## config.mk

```make
export PLATFORM = sky130hd
export DESIGN_NAME = vend_credit_ctrl_flat
export DESIGN_NICKNAME = d
export VERILOG_FILES = /design/src/rtl/vend_credit_ctrl_pkg.sv /design/src/rtl/vend_credit_ctrl_if.sv /design/src/rtl/vend_credit_ctrl_cycle_timer.sv /design/src/rtl/vend_credit_ctrl.sv /design/src/flat_wrapper.sv
export SDC_FILE = /design/constraint.sdc
export NUM_CORES = 1
export LEC_CHECK = 0
export ABC_AREA = 1
export CAP_MARGIN = 15
export CELL_PAD_IN_SITES_DETAIL_PLACEMENT = 1
export CELL_PAD_IN_SITES_GLOBAL_PLACEMENT = 1
export CORE_ASPECT_RATIO = 0.6
export CORE_MARGIN = 5
export CORE_UTILIZATION = 39
export CTS_BUF_LIST = sky130_fd_sc_hd__clkbuf_4 sky130_fd_sc_hd__clkbuf_8 sky130_fd_sc_hd__clkbuf_16
export DETAILED_ROUTE_END_ITERATION = 6
export PLACE_DENSITY_LB_ADDON = 0.1
export SKIP_CTS_REPAIR_TIMING = 1
export SYNTH_ARGS = -nofsm -noshare
export SYNTH_HDL_FRONTEND = slang
export SYNTH_SLANG_ARGS = --single-unit
```

## constraint.sdc

```tcl
create_clock -name i_Clk -period 2 [get_ports i_Clk]
set_input_delay 0.6 -clock i_Clk [delete_from_list [all_inputs] [get_ports i_Clk]]
set_output_delay 0.6 -clock i_Clk [all_outputs]
set_load 0.02 [all_outputs]
```

## src/rtl/vend_credit_ctrl_pkg.sv

```systemverilog
// Shared definitions for the vending credit controller.
// Coin values in nickels, FSM state encoding, digit width and helpers that split
// a credit held in nickels into BCD tens/ones digits of the amount in cents.
package vend_credit_ctrl_pkg;

  localparam int unsigned CreditW = 5;
  localparam int unsigned DigitW  = 4;

  localparam logic [CreditW-1:0] NickelVal  = 5'd1;
  localparam logic [CreditW-1:0] DimeVal    = 5'd2;
  localparam logic [CreditW-1:0] QuarterVal = 5'd5;

  localparam logic [DigitW-1:0] OnesZero = 4'd0;
  localparam logic [DigitW-1:0] OnesFive = 4'd5;

  typedef enum logic [1:0] {
    StAccept   = 2'd0,
    StDispense = 2'd1,
    StChange   = 2'd2
  } state_e;

  // Two nickels make one ten-cent digit step.
  function automatic logic [DigitW-1:0] tens_of(input logic [CreditW-1:0] credit);
    return {1'b0, credit[CreditW-1:1]};
  endfunction

  // An odd nickel count leaves five cents in the ones digit.
  function automatic logic [DigitW-1:0] ones_of(input logic [CreditW-1:0] credit);
    return credit[0] ? OnesFive : OnesZero;
  endfunction

endpackage

```

## src/rtl/vend_credit_ctrl_if.sv

```systemverilog
// Coin/button inputs and display/actuator outputs of the vending credit controller.
//   i_Nickel, i_Dime, i_Quarter : 1-cycle coin pulses
//   i_Vend, i_Cancel            : 1-cycle button pulses
//   o_Tens_Digit, o_Ones_Digit  : BCD credit in cents
//   o_Dispense                  : dispense strobe
//   o_Change_Nickel             : one pulse per nickel returned
//   o_Reject                    : coin refused
//   o_Busy                      : dispensing or returning change
// master drives the inputs (coin mech / bench); slave is the controller.
interface vend_credit_ctrl_if;
  import vend_credit_ctrl_pkg::*;

  logic              i_Nickel;
  logic              i_Dime;
  logic              i_Quarter;
  logic              i_Vend;
  logic              i_Cancel;
  logic [DigitW-1:0] o_Tens_Digit;
  logic [DigitW-1:0] o_Ones_Digit;
  logic              o_Dispense;
  logic              o_Change_Nickel;
  logic              o_Reject;
  logic              o_Busy;

  modport master (
    output i_Nickel, i_Dime, i_Quarter, i_Vend, i_Cancel,
    input  o_Tens_Digit, o_Ones_Digit, o_Dispense, o_Change_Nickel, o_Reject, o_Busy
  );

  modport slave (
    input  i_Nickel, i_Dime, i_Quarter, i_Vend, i_Cancel,
    output o_Tens_Digit, o_Ones_Digit, o_Dispense, o_Change_Nickel, o_Reject, o_Busy
  );

endinterface

```

## src/rtl/vend_credit_ctrl_cycle_timer.sv

```systemverilog
// Loadable down-counter shared by the dispense and change phases.
//   clk_i, rst_ni : clock, async active-low reset
//   load_i        : load value_i this edge (wins over counting)
//   value_i       : interval length minus one
//   done_o        : registered pulse during the last cycle of the loaded interval
module vend_credit_ctrl_cycle_timer
  import vend_credit_ctrl_pkg::*;
#(
  parameter int unsigned Width = 2
) (
  input  logic             clk_i,
  input  logic             rst_ni,
  input  logic             load_i,
  input  logic [Width-1:0] value_i,
  output logic             done_o
);

  logic [Width-1:0] count_q, count_d;
  logic             done_q, done_d;

  // Counter parks at zero, so it never wraps.
  always_comb begin
    count_d = count_q;
    done_d  = 1'b0;
    if (load_i) begin
      count_d = value_i;
      done_d  = (value_i == '0);
    end else if (count_q != '0) begin
      count_d = count_q - Width'(1);
      done_d  = (count_q == Width'(1));
    end
  end

  always_ff @(posedge clk_i or negedge rst_ni) begin
    if (!rst_ni) begin
      count_q <= '0;
      done_q  <= 1'b0;
    end else begin
      count_q <= count_d;
      done_q  <= done_d;
    end
  end

  assign done_o = done_q;

endmodule

```

## src/rtl/vend_credit_ctrl.sv

```systemverilog
// Credit accumulator and vend/change FSM for the vending machine.
//   i_Clk, i_Rst_L : clock, async active-low reset
//   bus (slave)    : coin/button pulses in; BCD credit digits, dispense strobe,
//                    change-nickel pulses, coin reject and busy out
// Credit is held in nickels and capped at MAX_NICKELS. A vend holds o_Dispense for
// DISPENSE_CYCLES clocks and then returns any remaining credit as nickel pulses
// CHANGE_GAP clocks apart; cancel returns all credit the same way.
module vend_credit_ctrl
  import vend_credit_ctrl_pkg::*;
#(
  parameter int unsigned PRICE_NICKELS   = 15,
  parameter int unsigned MAX_NICKELS     = 19,
  parameter int unsigned DISPENSE_CYCLES = 25_000_000,
  parameter int unsigned CHANGE_GAP      = 12_500_000
) (
  input logic               i_Clk,
  input logic               i_Rst_L,
  vend_credit_ctrl_if.slave bus
);

  localparam int unsigned TimerMax = (DISPENSE_CYCLES > CHANGE_GAP) ? DISPENSE_CYCLES
                                                                      : CHANGE_GAP;
  localparam int unsigned TimerW   = (TimerMax > 1) ? $clog2(TimerMax) : 1;

  // Timer loads interval-1 so the counter fits in $clog2 of the longest interval.
  localparam logic [TimerW-1:0]  DispLoad = TimerW'(DISPENSE_CYCLES - 1);
  localparam logic [TimerW-1:0]  GapLoad  = TimerW'(CHANGE_GAP - 1);
  localparam logic [CreditW-1:0] Price    = CreditW'(PRICE_NICKELS);
  localparam logic [CreditW:0]   MaxExt   = (CreditW + 1)'(MAX_NICKELS);

  state_e               state_q, state_d;
  logic [CreditW-1:0]   credit_q, credit_d;
  logic                 reject_q, reject_d;
  logic                 change_q, change_d;
  logic                 tmr_load;
  logic [TimerW-1:0]    tmr_value;
  logic                 tmr_done;

  logic [1:0]           coin_cnt;
  logic                 coin_any;
  logic [CreditW-1:0]   coin_val;
  logic [CreditW:0]     credit_sum;

  vend_credit_ctrl_cycle_timer #(
    .Width (TimerW)
  ) u_timer (
    .clk_i   (i_Clk),
    .rst_ni  (i_Rst_L),
    .load_i  (tmr_load),
    .value_i (tmr_value),
    .done_o  (tmr_done)
  );

  assign coin_cnt   = {1'b0, bus.i_Nickel} + {1'b0, bus.i_Dime} + {1'b0, bus.i_Quarter};
  assign coin_any   = (coin_cnt != 2'd0);
  assign credit_sum = {1'b0, credit_q} + {1'b0, coin_val};

  always_comb begin
    coin_val = '0;
    if (bus.i_Nickel) begin
      coin_val = NickelVal;
    end else if (bus.i_Dime) begin
      coin_val = DimeVal;
    end else if (bus.i_Quarter) begin
      coin_val = QuarterVal;
    end
  end

  always_comb begin
    state_d   = state_q;
    credit_d  = credit_q;
    reject_d  = 1'b0;
    change_d  = 1'b0;
    tmr_load  = 1'b0;
    tmr_value = GapLoad;

    case (state_q)
      StAccept: begin
        if (coin_cnt > 2'd1) begin
          reject_d = 1'b1;
        end else if (coin_any) begin
          // All-or-nothing: a coin that would overflow the ceiling is returned.
          if (credit_sum <= MaxExt) begin
            credit_d = credit_sum[CreditW-1:0];
          end else begin
            reject_d = 1'b1;
          end
        end else if (bus.i_Cancel) begin
          if (credit_q != '0) begin
            state_d  = StChange;
            change_d = 1'b1;
            credit_d = credit_q - CreditW'(1);
            tmr_load = 1'b1;
          end
        end else if (bus.i_Vend && (credit_q >= Price)) begin
          state_d   = StDispense;
          credit_d  = credit_q - Price;
          tmr_load  = 1'b1;
          tmr_value = DispLoad;
        end
      end

      StDispense: begin
        reject_d = coin_any;
        if (tmr_done) begin
          if (credit_q != '0) begin
            // First change pulse issues on the same edge that ends the dispense.
            state_d  = StChange;
            change_d = 1'b1;
            credit_d = credit_q - CreditW'(1);
            tmr_load = 1'b1;
          end else begin
            state_d = StAccept;
          end
        end
      end

      StChange: begin
        reject_d = coin_any;
        if (credit_q == '0) begin
          state_d = StAccept;
        end else if (tmr_done) begin
          change_d = 1'b1;
          credit_d = credit_q - CreditW'(1);
          tmr_load = 1'b1;
        end
      end

      default: begin
        state_d = StAccept;
      end
    endcase
  end

  always_ff @(posedge i_Clk or negedge i_Rst_L) begin
    if (!i_Rst_L) begin
      state_q  <= StAccept;
      credit_q <= '0;
      reject_q <= 1'b0;
      change_q <= 1'b0;
    end else begin
      state_q  <= state_d;
      credit_q <= credit_d;
      reject_q <= reject_d;
      change_q <= change_d;
    end
  end

  assign bus.o_Tens_Digit    = tens_of(credit_q);
  assign bus.o_Ones_Digit    = ones_of(credit_q);
  assign bus.o_Dispense      = (state_q == StDispense);
  assign bus.o_Change_Nickel = change_q;
  assign bus.o_Reject        = reject_q;
  assign bus.o_Busy          = (state_q == StDispense) || (state_q == StChange);

endmodule
```

## src/flat_wrapper.sv

```systemverilog
// flat-port wrapper written by rule: the top's interface ports become plain ports
module vend_credit_ctrl_flat import vend_credit_ctrl_pkg::*;
#(
  parameter int unsigned PRICE_NICKELS   = 15,
  parameter int unsigned MAX_NICKELS     = 19,
  parameter int unsigned DISPENSE_CYCLES = 25_000_000,
  parameter int unsigned CHANGE_GAP      = 12_500_000
)
  (i_Clk, i_Rst_L, bus_i_Nickel, bus_i_Dime, bus_i_Quarter, bus_i_Vend, bus_i_Cancel, bus_o_Tens_Digit, bus_o_Ones_Digit, bus_o_Dispense, bus_o_Change_Nickel, bus_o_Reject, bus_o_Busy);
  vend_credit_ctrl_if bus_i ();
  input logic i_Clk;
  input logic i_Rst_L;
  input wire logic [$bits(bus_i.i_Nickel)-1:0] bus_i_Nickel;
  input wire logic [$bits(bus_i.i_Dime)-1:0] bus_i_Dime;
  input wire logic [$bits(bus_i.i_Quarter)-1:0] bus_i_Quarter;
  input wire logic [$bits(bus_i.i_Vend)-1:0] bus_i_Vend;
  input wire logic [$bits(bus_i.i_Cancel)-1:0] bus_i_Cancel;
  output wire logic [$bits(bus_i.o_Tens_Digit)-1:0] bus_o_Tens_Digit;
  output wire logic [$bits(bus_i.o_Ones_Digit)-1:0] bus_o_Ones_Digit;
  output wire logic [$bits(bus_i.o_Dispense)-1:0] bus_o_Dispense;
  output wire logic [$bits(bus_i.o_Change_Nickel)-1:0] bus_o_Change_Nickel;
  output wire logic [$bits(bus_i.o_Reject)-1:0] bus_o_Reject;
  output wire logic [$bits(bus_i.o_Busy)-1:0] bus_o_Busy;
  assign bus_i.i_Nickel = bus_i_Nickel;
  assign bus_i.i_Dime = bus_i_Dime;
  assign bus_i.i_Quarter = bus_i_Quarter;
  assign bus_i.i_Vend = bus_i_Vend;
  assign bus_i.i_Cancel = bus_i_Cancel;
  assign bus_o_Tens_Digit = bus_i.o_Tens_Digit;
  assign bus_o_Ones_Digit = bus_i.o_Ones_Digit;
  assign bus_o_Dispense = bus_i.o_Dispense;
  assign bus_o_Change_Nickel = bus_i.o_Change_Nickel;
  assign bus_o_Reject = bus_i.o_Reject;
  assign bus_o_Busy = bus_i.o_Busy;
  vend_credit_ctrl #(.PRICE_NICKELS(PRICE_NICKELS), .MAX_NICKELS(MAX_NICKELS), .DISPENSE_CYCLES(DISPENSE_CYCLES), .CHANGE_GAP(CHANGE_GAP)) u_core (.i_Clk(i_Clk), .i_Rst_L(i_Rst_L), .bus(bus_i));
endmodule
```

==> impl_metrics.env, run 1 <==
export IMPL_syn_inst=392
export IMPL_status="finished, violations left"
export IMPL_r2r_end="u_core.credit_q[1]"
export IMPL_tns_ns=-2.809
export IMPL_clk_transition_reported_paths_ns=0.06
export IMPL_io_buffers=16
export IMPL_synthTopCellsByArea="dfrtp_1, nand2_1, nand3_1, nor2_1, inv_1"
export IMPL_place_gp_congestion=0.9028
export IMPL_setup_slack_ns=-0.1570
export IMPL_cp_start_kind="input pin"
export IMPL_endpoint_kind="register"
export IMPL_slew_headroom_pct=67.06
export IMPL_synth_fa_ha_area_share_pct=6.774
export IMPL_reg2reg_slack_ns=-0.09
export IMPL_reg2reg_depth=10
export IMPL_fp_dieW_um=119.5
export IMPL_endpoint="u_core.u_timer.count_q[5]"
export IMPL_fmax_mhz=463.6
export IMPL_required_ns=2.19
export IMPL_period_minus_slack_ns=2.157
export IMPL_crit_reg2reg_launch="u_core.credit_q[0]"
export IMPL_critPathSlowestCell="fa_2"
export IMPL_nets=486
export IMPL_worst_slew_pin_slew_ns=0.4890
export IMPL_syn_area_per_cell_sq_um=7.162
export IMPL_finClkSkew_ns=0.003533
export IMPL_synth_edf_count=0
export IMPL_synth_compound_gate_area_share_pct=8.824
export IMPL_fin_area_sq_um=4074
export IMPL_yosys_area_share_simple_pct=38.24
export IMPL_placed_area_sq_um=3436
export IMPL_mostFrequentLayoutCell="nand2_1"
export IMPL_synthArstFlopShare_pct=100.0
export IMPL_wirelength_um=10790
export IMPL_first_pass_iters=4
export IMPL_finalNonFillerCells=557
export IMPL_final_util_pct=57.00
export IMPL_cts_root_buffer="clkbuf_16"
export IMPL_antenna_cells=0
export IMPL_cp_startpoint="bus_i_Quarter"
export IMPL_hpwl_um=7765
export IMPL_drc=0
export IMPL_overflow=0
export IMPL_die_area_sq_um=9052
export IMPL_cts_buffer_depth=2
export IMPL_start_util_pct=39.29
export IMPL_ys_flop_type="dfrtp_1"
export IMPL_cts_num_sinks=35
export IMPL_routed_via_density=5.294
export IMPL_leakage_nw=1.939
export IMPL_synth_cell_types=42
export IMPL_antenna_found_initial=0
export IMPL_report_final_hold_viol_count=0
export IMPL_violations="negative setup slack"
export IMPL_drive_above_1_share_pct=33.69
export IMPL_wire_per_inst_um=19.38
export IMPL_synth_seq_cells=35
export IMPL_ios=19
export IMPL_synth_xor_area_share_pct=4.991
export IMPL_hold_ws_ns=0.3473
export IMPL_drt_iter0_markers=182
export IMPL_cp_arrival_ns=2.34
export IMPL_rsz0062_at_grt="true"
export IMPL_htreeDepth=2
export IMPL_antenna_left=0
export IMPL_pre_cts_ws_ns=-0.8776
export IMPL_synthMuxAreaShare_pct=0
export IMPL_die_y_um=75.73
export IMPL_max_cap_viol_count=0
export IMPL_grt_max_degree=36
export IMPL_path_cells="buf_8 -> fa_2 -> nor2_4 -> nand2_4 -> nor2_4 -> nand4_4 -> nand2_4 -> inv_8 -> o21ai_2 -> nand2_1 -> nand2_1 -> inv_1"
export IMPL_grt_total_usage_pct=22.12
export IMPL_hold_path_class="in -> async"
export IMPL_grt_pass1_vias=2855
export IMPL_fin_total_pwr_mw=6.083
export IMPL_synth_top_area_share_pct=31.19
export IMPL_yosys_area_top_type="dfrtp_1"
export IMPL_critPathKind="in -> reg"
export IMPL_worst_path_max_fanout=5
export IMPL_synth_top_family_by_area="simple AND/OR/NAND/NOR gates"
export IMPL_place_inst=536
export IMPL_critical_path_max_stage_delay_ns=0.49
export IMPL_setup_viol=32
export IMPL_syn_to_final_growth_pct=45.10
export IMPL_ys_warnings_count=0
export IMPL_slew_violations=0
export IMPL_ys_seq_area_share_pct=31.19
export IMPL_cts_tree="yes"
export IMPL_powerDensity_nw_per_um2=1493
export IMPL_numCtsBuffers=5
export IMPL_core_area_sq_um=7147
export IMPL_grt_pass1_wl_um=15300
export IMPL_final_cell_mix="nand2_1, buf_4, nor2_1"
export IMPL_insertion_delay_ns=0.29
export IMPL_fin_crit_sh_pct=107.9
export IMPL_max_vdd_ir_drop_mv=0.8384
export IMPL_synth_cell_area_sq_um=2808
export IMPL_fp_row_count=24
export IMPL_vias=2949
==> worst min path at each step <==
stage	from	to	slack [ns]
2_1_floorplan	i_Rst_L	u_core.bus.o_Change_Nickel	0.30
3_3_place_gp	u_core.u_timer.count_q[1]	u_core.u_timer.count_q[1]	0.48
3_5_place_dp	u_core.u_timer.count_q[1]	u_core.u_timer.count_q[1]	0.51
4_1_cts	i_Rst_L	u_core.u_timer.count_q[17]	0.37
5_1_grt	i_Rst_L	u_core.credit_q[2]	0.40
6_report	i_Rst_L	u_core.u_timer.count_q[17]	0.35
==> Yosys cell counts, types with 2 or more instances <==
| master | n |
|---|---|
| inv_2 | 4 |
| buf_4 | 4 |
| nor3_1 | 7 |
| o21ai_1 | 2 |
| xnor2_1 | 9 |
| nand2_2 | 5 |
| nand2_1 | 93 |
| o21ai_2 | 2 |
| nor2_1 | 51 |
| dfrtp_1 | 35 |
| inv_1 | 45 |
| o21ai_0 | 8 |
| nor2_4 | 4 |
| a21oi_1 | 21 |
| xor2_1 | 7 |
| ha_1 | 12 |
| o211ai_1 | 2 |
| nand4_1 | 5 |
| nand3_2 | 3 |
| buf_6 | 3 |
| nand3_1 | 44 |
| fa_1 | 2 |
| nand2_4 | 3 |
| nor2_2 | 3 |
==> cell type report <==
class	count	area, sq um
clock buffer	5	125.1
clock inverter	3	67.56
fill	891	3073
inverter	50	214.0
multi-input combinational	300	1994
sequential	35	875.8
tap	91	113.9
timing repair buffer	73	683.2
==> power by group <==
part           switching [mW]  internal (mW)  leakage (nW)
clock network           0.324          0.714        0.0900
logic                    2.25           1.56          1.43
registers               0.254          0.981         0.415
total                    2.83           3.26          1.94
==> per-layer routing <==
layer	track usage [%]	vias up	part of all wire (%)
met2	30.94	68	43
li1	-	1408	-
met3	6.306	14	6.2
met1	33.51	1459	49
met5	0	-	0
met4	4.695	0	1.5
==> sequential cells by signal, indices dropped and copies added, names as in the netlist <==
name / flops
u_core.bus.o_Reject: 1
u_core.credit_q: 5
u_core.u_timer.count_q: 25
u_core.u_timer.done_o: 1
u_core.bus.o_Change_Nickel: 1
u_core.state_q: 2
==> worst max-delay path, delay by kind of cell <==
kind                     cells  cell delay (ns)
AND/OR/NAND/NOR              7             0.98
buffers and inverters        3             0.22
AO/OA/AOI/OAI                1             0.06
adder cells (fa/ha/maj)      1             0.49
==> logic make-up (layout without fill, tap and decap cells) <==
group,Yosys count,after routing
buf+inv,58,131
other cells,1,2
compound gates,42,42
xor+xnor,16,16
fa+ha+maj,14,14
simple gates,226,226
flops,35,35
Power figures use the tool's default switching activity.
==> inputs of run 2 (changes only) <==
- ABC_CLOCK_PERIOD_IN_PS: default -> 2000
- GPL_TIMING_DRIVEN: default -> 0
- PLACE_DENSITY: default -> 0.72
- PLACE_DENSITY_LB_ADDON: 0.1 -> default
==> impl_metrics.env, run 2 (synthesis results as in run 1) <==
export IMPL_status="finished, violations left"
export IMPL_violations="negative setup slack"
export IMPL_report_final_hold_viol_count=0
export IMPL_finClkSkew_ns=0.003086
export IMPL_largest_reg_flops=25
export IMPL_leakage_nw=1.692
export IMPL_finalNonFillerCells=520
export IMPL_start_util_pct=39.29
export IMPL_hpwl_um=6817
export IMPL_die_area_sq_um=9052
export IMPL_place_inst=499
export IMPL_die_y_um=75.73
export IMPL_grtUsageMet2_pct=27.75
export IMPL_max_vdd_ir_drop_mv=0.6083
export IMPL_io_buffers=15
export IMPL_cts_num_sinks=35
export IMPL_fp_dieW_um=119.5
export IMPL_max_cap_viol_count=0
export IMPL_reg2reg_slack_ns=-0.02
export IMPL_ios=19
export IMPL_use_met3_pct=3.635
export IMPL_drc=0
export IMPL_critPathKind="in -> reg"
export IMPL_routed_via_density=5.158
export IMPL_endpoint="u_core.u_timer.count_q[23]"
export IMPL_setup_viol=34
export IMPL_fin_area_sq_um=3600
export IMPL_grt_use_met1_pct=32.43
export IMPL_fmax_mhz=454.9
export IMPL_cts_root_buffer="clkbuf_16"
export IMPL_syn_to_final_growth_pct=28.21
export IMPL_antenna_cells=0
export IMPL_cp_start_kind="input pin"
export IMPL_vias=2682
export IMPL_largest_register="u_core.u_timer.count_q"
export IMPL_overflow=0
export IMPL_core_area_sq_um=7147
export IMPL_mostFrequentLayoutCell="nand2_1"
export IMPL_rsz0062_at_grt="true"
export IMPL_crit_reg2reg_launch="u_core.credit_q[0]"
export IMPL_grt_max_degree=36
export IMPL_slew_violations=0
export IMPL_wirelength_um=9094
export IMPL_period_minus_slack_ns=2.198
export IMPL_hold_path_class="in -> async"
export IMPL_wire_per_inst_um=17.49
export IMPL_required_ns=2.16
export IMPL_endpoint_kind="register"
export IMPL_insertion_delay_ns=0.28
export IMPL_first_pass_iters=4
export IMPL_place_gp_congestion=0.8478
export IMPL_nets=449
export IMPL_grt_busiest_layer="met1"
export IMPL_drt_iter0_markers=148
export IMPL_numCtsBuffers=5
export IMPL_final_cell_mix="nand2_1, nor2_1, nand3_1"
export IMPL_grt_pass1_vias=2704
export IMPL_drive_above_1_share_pct=26.81
export IMPL_fp_row_count=24
export IMPL_antenna_left=0
export IMPL_worst_path_max_fanout=5
export IMPL_fin_crit_sh_pct=109.9
export IMPL_r2r_end="u_core.u_timer.count_q[0]"
export IMPL_htreeDepth=2
export IMPL_reg_top3="u_core.u_timer.count_q (25), u_core.credit_q (5), u_core.state_q (2)"
export IMPL_cts_buffer_depth=2
export IMPL_cp_startpoint="bus_i_Nickel"
export IMPL_powerDensity_nw_per_um2=1460
export IMPL_cts_tree="yes"
export IMPL_cp_arrival_ns=2.36
export IMPL_reg2reg_depth=11
export IMPL_grt_pass1_wl_um=14240
export IMPL_setup_slack_ns=-0.1982
export IMPL_slew_headroom_pct=43.92
export IMPL_tns_ns=-3.794
export IMPL_placed_area_sq_um=3154
export IMPL_pre_cts_ws_ns=-0.8942
export IMPL_grt_total_usage_pct=20.03
export IMPL_antenna_found_initial=0
export IMPL_worst_slew_pin_slew_ns=0.8412
export IMPL_clk_transition_reported_paths_ns=0.06
==> run 2: power breakdown <==
group | total (mW) | internal, mW | switching (mW)
logic | 3.23 | 1.26 | 1.97
clock network | 0.758 | 0.454 | 0.303
registers | 1.27 | 0.985 | 0.283
total | 5.25 | 2.69 | 2.56
==> run 2: cell type report <==
| type | instances | area (sq um) |
|---|---|---|
| sequential | 35 | 878.3 |
| multi-input combinational | 300 | 1916 |
| fill | 889 | 3547 |
| clock buffer | 5 | 125.1 |
| timing repair buffer | 28 | 265.3 |
| inverter | 50 | 198.9 |
| buffer | 8 | 87.58 |
| tap | 91 | 113.9 |
| clock inverter | 3 | 15.01 |
==> run 2: worst min path at each step <==
stage	end	cells after the start
global route	u_core.credit_q[2]	1
floorplan	u_core.bus.o_Change_Nickel	0
detailed placement	u_core.u_timer.count_q[19]	2
CTS	u_core.u_timer.count_q[24]	1
finish	u_core.credit_q[2]	1
global placement	u_core.u_timer.count_q[1]	2
==> run 2: worst max-delay path: stages <==
cell and delay (ns):
buf_8 0.10, fa_1 0.52, nor2_4 0.23, nand2_4 0.10, nor2_4 0.19, nand4_4 0.14
nand2_8 0.15, inv_8 0.05, clkbuf_16 0.16, nand3_4 0.05, a21oi_2 0.05
==> run 2: through the flow <==
stage,utilization [%],power [mW],hold slack (ns)
after floorplan,-,3.205,0.3044
after global placement,44.21,3.940,0.4943
after detailed placement,44.14,4.035,0.5040
after CTS,46.10,4.827,0.4544
after global routing,50.37,5.673,0.4965
final,50.37,5.255,0.4116
==> run 2: layer usage <==
| layer | part of all wire (%) | vias to the layer above |
|---|---|---|
| li1 | - | 1326 |
| met1 | 55 | 1298 |
| met2 | 40 | 56 |
| met3 | 5.5 | 2 |
| met4 | 0.18 | 0 |
| met5 | 0 | - |
==> inputs of run 3 (changes only) <==
- RECOVER_POWER: default -> 25
==> impl_metrics.env, run 3 (synthesis results as in run 1) <==
export IMPL_finalNonFillerCells=520
export IMPL_drt_iter0_markers=148
export IMPL_numCtsBuffers=5
export IMPL_ios=19
export IMPL_wire_per_inst_um=17.49
export IMPL_worst_path_max_fanout=5
export IMPL_syn_to_final_growth_pct=28.21
export IMPL_grt_pass1_vias=2704
export IMPL_grt_pass1_wl_um=14240
export IMPL_worst_slew_pin_slew_ns=0.9360
export IMPL_setup_slack_ns=-0.1982
export IMPL_leakage_nw=1.692
export IMPL_placed_area_sq_um=3154
export IMPL_pre_cts_ws_ns=-0.8942
export IMPL_max_cap_viol_count=0
export IMPL_status="finished, violations left"
export IMPL_antenna_left=0
export IMPL_fin_area_sq_um=3600
export IMPL_cts_num_sinks=35
export IMPL_largest_register="u_core.u_timer.count_q"
export IMPL_antenna_cells=0
export IMPL_finClkSkew_ns=0.003086
export IMPL_routed_via_density=5.158
export IMPL_fin_total_pwr_mw=5.255
export IMPL_largest_reg_flops=25
export IMPL_endpoint_kind="register"
export IMPL_place_inst=499
export IMPL_cp_arrival_ns=2.36
export IMPL_report_final_hold_viol_count=0
export IMPL_io_buffers=15
export IMPL_rsz0062_at_grt="true"
export IMPL_die_area_sq_um=9052
export IMPL_fp_row_count=24
export IMPL_slew_headroom_pct=37.60
export IMPL_start_util_pct=39.29
export IMPL_first_pass_iters=4
export IMPL_core_area_sq_um=7147
export IMPL_cp_start_kind="input pin"
export IMPL_powerDensity_nw_per_um2=1460
export IMPL_slew_violations=0
export IMPL_violations="negative setup slack"
export IMPL_reg2reg_depth=11
export IMPL_period_minus_slack_ns=2.198
export IMPL_insertion_delay_ns=0.28
export IMPL_reg_top3="u_core.u_timer.count_q (25), u_core.credit_q (5), u_core.state_q (2)"
export IMPL_max_vdd_ir_drop_mv=0.6083
export IMPL_htreeDepth=2
export IMPL_final_cell_mix="nand2_1, nor2_1, nand3_1"
export IMPL_required_ns=2.16
export IMPL_drc=0
export IMPL_place_gp_congestion=0.8478
export IMPL_antenna_found_initial=0
export IMPL_vias=2682
export IMPL_fp_dieW_um=119.5
export IMPL_nets=449
export IMPL_cts_buffer_depth=2
export IMPL_drive_above_1_share_pct=26.81
export IMPL_setup_viol=34
export IMPL_fmax_mhz=454.9
export IMPL_hpwl_um=6817
export IMPL_grt_max_degree=36
export IMPL_cts_root_buffer="clkbuf_16"
export IMPL_hold_path_class="in -> async"
export IMPL_critPathKind="in -> reg"
export IMPL_mostFrequentLayoutCell="nand2_1"
export IMPL_clk_transition_reported_paths_ns=0.06
export IMPL_overflow=0
export IMPL_die_y_um=75.73
export IMPL_wirelength_um=9094
export IMPL_grt_total_usage_pct=20.03
export IMPL_cts_tree="yes"
export IMPL_fin_crit_sh_pct=109.9
-- run 3: cell count changes in the layout (fill, tap and decap cells not counted), sizes merged --
cell	previous run	this run
buf	24	23
clkbuf	8	9
-- run 3: area by class of cell --
type                       count  area, sq um
fill                         889         3547
multi-input combinational    300         1916
sequential                    35        878.3
timing repair buffer          28        265.3
inverter                      50        198.9
clock buffer                   5        125.1
tap                           91        113.9
buffer                         8        87.58
clock inverter                 3        15.01
-- run 3: worst max-delay path, cell delays in order --
cell and delay, ns:
buf_8 0.10, fa_1 0.52, nor2_4 0.23, nand2_4 0.10
nor2_4 0.19, nand4_4 0.14, nand2_8 0.15, inv_8 0.05
clkbuf_16 0.16, nand3_4 0.05, a21oi_2 0.05
-- run 3: power by group --
part | internal [mW] | leakage (nW) | switching (mW)
logic | 1.26 | 1.21 | 1.97
registers | 0.985 | 0.412 | 0.283
clock network | 0.454 | 0.0733 | 0.303
total | 2.69 | 1.69 | 2.56
-- run 3: worst paths after layout --
path                                       startpoint  slack (ns)                         end
max                                      bus_i_Nickel       -0.20  u_core.u_timer.count_q[23]
min                                           i_Rst_L        0.45          u_core.credit_q[2]
max reg2reg                        u_core.credit_q[0]       -0.02   u_core.u_timer.count_q[0]
min reg2reg                u_core.u_timer.count_q[19]        0.51  u_core.u_timer.count_q[19]
max in group asynchronous                     i_Rst_L        0.91          u_core.credit_q[1]
min in group i_Clk         u_core.u_timer.count_q[19]        0.51  u_core.u_timer.count_q[19]
-- run 3: layer usage --
| layer | share of wire [%] | wire [um] | vias to the layer above | GRT usage, % |
|---|---|---|---|---|
| met3 | 5.5 | 504 | 2 | 3.635 |
| li1 | - | - | 1326 | - |
| met5 | 0 | 0 | - | 0 |
| met1 | 55 | 4961 | 1298 | 32.43 |
| met4 | 0.18 | 16 | 0 | 2.538 |
| met2 | 40 | 3611 | 56 | 27.75 |
-- run 3: stage by stage --
step / hold slack [ns] / util (%) / setup TNS [ns]
2_1_floorplan: 0.3044 / - / -2.159
3_3_place_gp: 0.4943 / 44.21 / -46.66
3_5_place_dp: 0.5040 / 44.14 / -28.05
4_1_cts: 0.4544 / 46.10 / -19.08
5_1_grt: 0.5361 / 50.37 / -6.160
6_report: 0.4454 / 50.37 / -3.794
